===== src/rtl/fifo_pkg.sv =====
// Shared definitions for the single-clock FIFO: pointer width rule, threshold
// legality check and status-register bit positions used by the FIFO wrappers.
package fifo_pkg;

  localparam int STAT_OVF_BIT = 0;
  localparam int STAT_UDF_BIT = 1;
  localparam int STAT_WIDTH   = 2;

  // Pointers carry one extra wrap bit so full and empty are distinguishable.
  function automatic int ptr_width(input int addr_bits);
    return addr_bits + 1;
  endfunction

  function automatic bit levels_legal(input int addr_bits, input int af_level,
                                      input int ae_level);
    int depth;
    depth = 1 << addr_bits;
    return (ae_level >= 0) && (ae_level < af_level) && (af_level <= depth);
  endfunction

endpackage


===== src/rtl/modn_counter.sv =====
// Free-running modulo-2^P_NUM_BITS up-counter with enable and a reset sampled
// on the clock edge.
module modn_counter #(
  parameter int P_NUM_BITS = 5
) (
  input  logic                  clk,
  input  logic                  rst_n,
  input  logic                  en,
  output logic [P_NUM_BITS-1:0] cnt_reg
);

  always_ff @(posedge clk) begin
    if (!rst_n) begin
      cnt_reg <= '0;
    end else if (en) begin
      cnt_reg <= cnt_reg + 1'b1;
    end
  end

endmodule


===== src/rtl/sync_fifo_ctrl.sv =====
// Pointer and flag controller for the single-clock FIFO; drives the write and
// read strobes/addresses of an external simple-dual-port RAM.
module sync_fifo_ctrl
  import fifo_pkg::*;
#(
  parameter int P_ADDR_BITS = 4,
  parameter int P_AF_LEVEL  = 12,
  parameter int P_AE_LEVEL  = 4
) (
  input  logic                   clk,
  input  logic                   rst,
  input  logic                   wr_req,
  input  logic                   rd_req,
  input  logic                   clr_err,
  output logic                   mem_we,
  output logic [P_ADDR_BITS-1:0] mem_waddr,
  output logic                   mem_re,
  output logic [P_ADDR_BITS-1:0] mem_raddr,
  output logic                   rd_valid,
  output logic                   full,
  output logic                   empty,
  output logic                   almost_full,
  output logic                   almost_empty,
  output logic [P_ADDR_BITS:0]   count,
  output logic                   ovf,
  output logic                   udf
);

  localparam int PW = ptr_width(P_ADDR_BITS);
  localparam logic [PW-1:0] AF_LVL = PW'(P_AF_LEVEL);
  localparam logic [PW-1:0] AE_LVL = PW'(P_AE_LEVEL);

  if (!levels_legal(P_ADDR_BITS, P_AF_LEVEL, P_AE_LEVEL)) begin : g_bad_levels
    $fatal(1, "sync_fifo_ctrl: illegal almost_full/almost_empty levels");
  end

  logic [PW-1:0] wptr;
  logic [PW-1:0] rptr;
  logic          wr_acc;
  logic          rd_acc;

  // Strobes are held low through the whole reset cycle, not just after it.
  assign wr_acc = wr_req & ~full & ~rst;
  assign rd_acc = rd_req & ~empty & ~rst;

  modn_counter #(.P_NUM_BITS(PW)) u_wptr (
    .clk     (clk),
    .rst_n   (~rst),
    .en      (wr_acc),
    .cnt_reg (wptr)
  );

  modn_counter #(.P_NUM_BITS(PW)) u_rptr (
    .clk     (clk),
    .rst_n   (~rst),
    .en      (rd_acc),
    .cnt_reg (rptr)
  );

  assign mem_we    = wr_acc;
  assign mem_re    = rd_acc;
  assign mem_waddr = wptr[P_ADDR_BITS-1:0];
  assign mem_raddr = rptr[P_ADDR_BITS-1:0];

  assign empty        = (wptr == rptr);
  assign full         = (wptr[PW-1] != rptr[PW-1]) &&
                        (wptr[PW-2:0] == rptr[PW-2:0]);
  assign count        = wptr - rptr;
  assign almost_full  = (count >= AF_LVL);
  assign almost_empty = (count <= AE_LVL);

  // Error set takes priority over a coincident clear.
  always_ff @(posedge clk) begin
    if (rst) begin
      rd_valid <= 1'b0;
      ovf      <= 1'b0;
      udf      <= 1'b0;
    end else begin
      rd_valid <= rd_acc;
      if (wr_req && full) begin
        ovf <= 1'b1;
      end else if (clr_err) begin
        ovf <= 1'b0;
      end
      if (rd_req && empty) begin
        udf <= 1'b1;
      end else if (clr_err) begin
        udf <= 1'b0;
      end
    end
  end

endmodule


===== config.mk =====
export PLATFORM = sky130hd
export DESIGN_NAME = sync_fifo_ctrl
export DESIGN_NICKNAME = d
export VERILOG_FILES = /design/src/rtl/fifo_pkg.sv /design/src/rtl/modn_counter.sv /design/src/rtl/sync_fifo_ctrl.sv
export SDC_FILE = /design/constraint.sdc
export NUM_CORES = 1
export LEC_CHECK = 0
export ABC_AREA = 1
export ABC_CLOCK_PERIOD_IN_PS = 2100
export CAP_MARGIN = 10
export CORE_ASPECT_RATIO = 1.75
export CORE_MARGIN = 5
export CORE_UTILIZATION = 35
export DETAILED_ROUTE_END_ITERATION = 8
export GPL_TIMING_DRIVEN = 0
export HOLD_SLACK_MARGIN = 0.05
export REMOVE_ABC_BUFFERS = 1
export SYNTH_ARGS = -nofsm -noshare
export SYNTH_HDL_FRONTEND = slang
export SYNTH_HIERARCHICAL = 1
export SYNTH_SLANG_ARGS = --single-unit

===== constraint.sdc =====
create_clock -name clk -period 2.1 [get_ports clk]
set_input_delay 0.21 -clock clk [delete_from_list [all_inputs] [get_ports clk]]
set_output_delay 0.21 -clock clk [all_outputs]
set_load 0.03 [all_outputs]

# Yosys cells after proc, flatten, opt, wreduce, memory -nomap -nowiden
# Index checks and enable logic that the tools add are counted.
dict set report word_totals {
  out_inout_bits 22
  in_bits 5
  ff_bits 13
  word_cells 28
}
dict set report classes {
  bitwise_logic 7
  reduce_logical 5
  n_addsub 3
  magnitude_cmp 2
  n_eq_ne 3
  n_mux 3
}
# cell count
set op_table {}
lappend op_table {{5-bit by 1-bit adder with 5-bit output, second input constant} 2}
lappend op_table {{5-bit equality test} 1}
lappend op_table {{5-bit by 4-bit greater-or-equal comparator with 1-bit output, second input constant} 1}
lappend op_table {{5-bit by 3-bit less-or-equal comparator with 1-bit output, second input constant} 1}
lappend op_table {{5-bit subtractor} 1}
lappend op_table {{1-bit AND} 4}
lappend op_table {{4-bit equality test} 1}
lappend op_table {{2-bit nonzero test} 2}
lappend op_table {{1-bit logical AND} 3}
lappend op_table {{1-bit two-way mux} 3}
lappend op_table {{1-bit inverter} 3}
lappend op_table {{1-bit != test} 1}

# Depth between registers and ports, before layout
dict set report logic_depth {
  ltp_word 5
  depth_mapped 11
  mapped_depth_nobuf 11
}

# Hierarchy
# The synthesis kept the hierarchy.
# mod instances seq_area_each_um2 cells_each area_each_um2
set by_module_without_submodules {}
lappend by_module_without_submodules {modn_counter 2 100.1 28 210.2}
lappend by_module_without_submodules {sync_fifo_ctrl 1 60.1 66 392.9}

# Worst setup path after synthesis
# OpenSTA, ideal clock, no wires.
dict set report synth_path {
  path_kind {register -> register}
  startpoint {register u_wptr.cnt_reg[0]}
  endpoint {register u_rptr.cnt_reg[3]}
  arrival_time_ns 2.230
  setup_time_ns 0.114
  path_slack_ns -0.244
  synth_period_minus_slack_ns 2.344
  n_path_buf 0
  stages_incl_launch_ff 11
  required_time_ns 1.986
  path_cell_list {dfxtp_1 -> inv_1 -> ha_1 -> nand4_2 -> nor2_2 -> nor2_1 -> nand2_1 -> nor2_2 -> nand2_1 -> nand2_1 -> nor2_1}
}
dict set report synth_between {
  elab_chain_cells 4
}
# element line_no
set synth_rtl {}
lappend synth_rtl {{from (decl)} modn_counter.sv:9} ;# output logic [P_NUM_BITS-1:0] cnt_reg
lappend synth_rtl {{from (signal assigned)} modn_counter.sv:16} ;# cnt_reg <= cnt_reg + 1'b1;
lappend synth_rtl {{5-bit equality test} sync_fifo_ctrl.sv:65} ;# assign empty = (wptr == rptr);
lappend synth_rtl {{net empty} sync_fifo_ctrl.sv:21} ;# output logic empty,
lappend synth_rtl {{1-bit inverter} sync_fifo_ctrl.sv:44} ;# assign rd_acc = rd_req & ~empty & ~rst;
lappend synth_rtl {{1-bit AND (2 in a row)} sync_fifo_ctrl.sv:44}
lappend synth_rtl {{net mem_re} sync_fifo_ctrl.sv:17} ;# output logic mem_re,
lappend synth_rtl {{to (signal assigned)} modn_counter.sv:16}
lappend synth_rtl {{to (decl)} modn_counter.sv:9}
# The timed path passes the listed nets, and every way through them passes these cells.
# A chain may end at the register's enable or synchronous reset.

# Worst setup path after layout
dict set report layout_path {
  startpoint {register u_rptr.cnt_reg[1]}
  endpoint {output port mem_re}
}
dict set report layout_between {
  elab_chain_cells 4
}
# element line_no
set layout_rtl {}
lappend layout_rtl {{5-bit equality test} sync_fifo_ctrl.sv:65}
lappend layout_rtl {{1-bit inverter} sync_fifo_ctrl.sv:44}
lappend layout_rtl {{1-bit AND (2 in a row)} sync_fifo_ctrl.sv:44}
lappend layout_rtl {{to (decl)} sync_fifo_ctrl.sv:17}
# No other way between the ends.

==> impl_metrics.json <==
{
  "grt_usage": 0.119,
  "root_buffer": "clkbuf_8",
  "slew_headroom": 0.735,
  "min_period_over_period": 0.980,
  "critPathMaxStageDelay_ps": 460,
  "drive_gt1_frac": 0.216,
  "die_h_um": 73.8,
  "crit_type": "reg2out",
  "rows": 23,
  "dr.pass1.iters": 4,
  "grt_overflow": 0,
  "critical-path-top-delay-family": "flip-flops",
  "maxCapViolCount": 0,
  "start_kind": "flip-flop",
  "crit_top_cell": "nor2_2",
  "netlist_area_um2": 813,
  "antenna_found_initial": 0,
  "grt_pass1_vias": 732,
  "synth_area_leaders": "dfxtp_1, nand2_1, inv_1, ha_1, nor2_1",
  "wl_per_cell_um": 10.2,
  "dieArea_mm2": 0.00343,
  "grt_pass1_wl_um": 3040,
  "drc": 0,
  "clock_path_buffers": 2,
  "core_mm2": 0.00227,
  "synth_cell_type_count": 16,
  "critPathMaxFanout": 7,
  "path_clk_slew_ps": 60,
  "vias": 798,
  "min_period_ps": 2060,
  "yosysWarnings": 6,
  "areaGrowthSynthToFinish_pct": 42.6,
  "crit_arrival_ps": 1850,
  "ys_seq_area_frac": 0.320,
  "wl_um": 1820,
  "peakVddDrop_v": 0.000445,
  "placedCellCount": 173,
  "postSynthCellCount": 122,
  "worst_pin_slew_ps": 397,
  "numPortBuffers": 26,
  "grt_max_degree": 15,
  "setup_viol": 0,
  "skew_ps": 3.88,
  "start_util": 0.358,
  "fmax_mhz": 486,
  "diodes": 0,
  "synth_top_family_by_area": "simple AND/OR/NAND/NOR gates",
  "cts_buffers": 3,
  "cp_num_buf_inv": 2,
  "p_total_mw": 0.776,
  "htree_levels": 1,
  "worstSkewPairLatency_ps": 240,
  "cts_tree": "done",
  "syn_avg_cell_area_um2": 6.67,
  "stdcell_count": 178,
  "rsz0062_at_grt": "yes",
  "p_per_area_mw_per_mm2": 669,
  "cts-hold-fix-buffers": 0,
  "synth-simple-area-share": 0.358,
  "clock-sinks": 13,
  "status": "finished, final reports clean",
  "crit_path_end_kind": "output pin",
  "ys_ff_latch": 13,
  "synth_compound_area_frac": 0.103,
  "path_cells": "inv_1, ha_1, nand4_2, nor2_2, nor2_2, clkdlybuf4s15_2",
  "viasPerCell": 4.48,
  "globalplace.congestion": 0.815,
  "drt_iter0_markers": 11,
  "nets": 166,
  "synth_adder_area_share": 0.117,
  "synthXorXnorAreaFrac": 0,
  "ant_nets": 0,
  "required_ps": 1890,
  "p_leak_nw": 0.528,
  "finalHoldViolCount": 0,
  "dp_hpwl_um": 1480,
  "maxSlewViolCount": 0,
  "synth_top_area_frac": 0.320,
  "io_pins": 27,
  "die_x_um": 46.4,
  "hp-class": "reg2reg",
  "cp_slowest_cell": "dfxtp_1",
  "muxShareOfSynthArea": 0,
  "synth_top_cell_by_area": "dfxtp_1"
}
## cells in the mapped netlist
library cell	instances
fa_1	1
o21ai_1	1
ha_1	6
inv_1	22
nand2_1	31
nand2_2	3
nand3_2	1
a21oi_1	8
o21ai_0	6
nand4_2	1
or2_1	3
dfxtp_1	13
nor2_2	6
nor2_1	14
a21oi_2	1
nand3_1	5
## what timing repair did
action,CTS,global route
pin swaps,0,2
endpoints found under the setup margin,10,9
gates resized for setup,35,13
buffers inserted,0,1
## worst reg2reg max path, delay by kind of cell (launching register included)
family        cells  cell delay (ps)
simple gates      8              810
flops             1              460
fa+ha+maj         1              320
buf+inv           1               80
## layout by cell type (no fill, tap or decap)
cell type and n:
nand3_1 5, nand2_2 4, clkinv_2 1, clkdlybuf4s50_1 16
o21ai_0 6, nor2_4 1, dfxtp_4 1, clkbuf_2 3
dfxtp_1 10, nand2_1 30, a21oi_2 1, nand3_2 1
nand4_2 1, ha_2 1, ha_1 5, inv_1 22
or2_1 3, dlygate4sd2_1 1, o21ai_1 1, nor2_2 7
fa_1 1, nor2_1 12, clkbuf_8 3, clkdlybuf4s15_2 3
a21oi_1 8, buf_4 4, dfxtp_2 2
## path summary, 6_finish.rpt
| kind | from | to | slack [ps] | cells past startpoint |
|---|---|---|---|---|
| max | u_rptr/cnt_reg[1]$_SDFFE_PN0P_ | mem_re | 40 | 6 |
| min reg2reg | udf$_SDFFE_PP0P_ | udf$_SDFFE_PP0P_ | 480 | 2 |
| max reg2reg | u_rptr/cnt_reg[1]$_SDFFE_PN0P_ | u_rptr/cnt_reg[3]$_SDFFE_PN0P_ | 340 | 10 |
| min | udf$_SDFFE_PP0P_ | udf$_SDFFE_PP0P_ | 480 | 2 |
## layout make-up
type | instances | area [um^2]
clock buffer | 3 | 41.3
clock inverter | 1 | 5.00
fill | 251 | 1110
inverter | 22 | 82.6
multi-input combinational | 87 | 485
sequential | 13 | 267
tap | 25 | 31.3
timing repair buffer | 27 | 248
## routing by layer
metal	routed length (um)	global-route usage	vias to the layer above	part of all wire
li1	-	-	439	-
met1	753	0.139	331	0.41
met2	899	0.193	24	0.49
met3	116	0.0245	4	0.064
met4	50	0.0633	0	0.027
met5	0	0	-	0
## kinds of logic (layout without fill, tap and decap cells)
logic type      after synthesis  after routing
compound gates               16             16
fa+ha+maj                     7              7
buf+inv                      22             53
flops                        13             13
simple gates                 64             64
## through the flow
step	utilization	TNS, ps	area, um^2	hold WS (ps)	setup slack [ps]
2_1_floorplan	-	-1690	813	272	-244
3_3_place_gp	0.486	-1650	1100	462	-351
3_5_place_dp	0.486	-1780	1100	471	-369
4_1_cts	0.505	-74.3	1150	471	-74.3
5_1_grt	0.510	-312	1160	498	-105
6_report	0.510	0	1160	482	42.0
## where the power goes
group	total (mW)	internal (mW)	switching (mW)	leakage (nW)
clock	0.221	0.131	0.0907	0.0255
sequential	0.269	0.258	0.0113	0.107
combinational	0.285	0.105	0.180	0.395
Power figures use the tool's default switching activity.
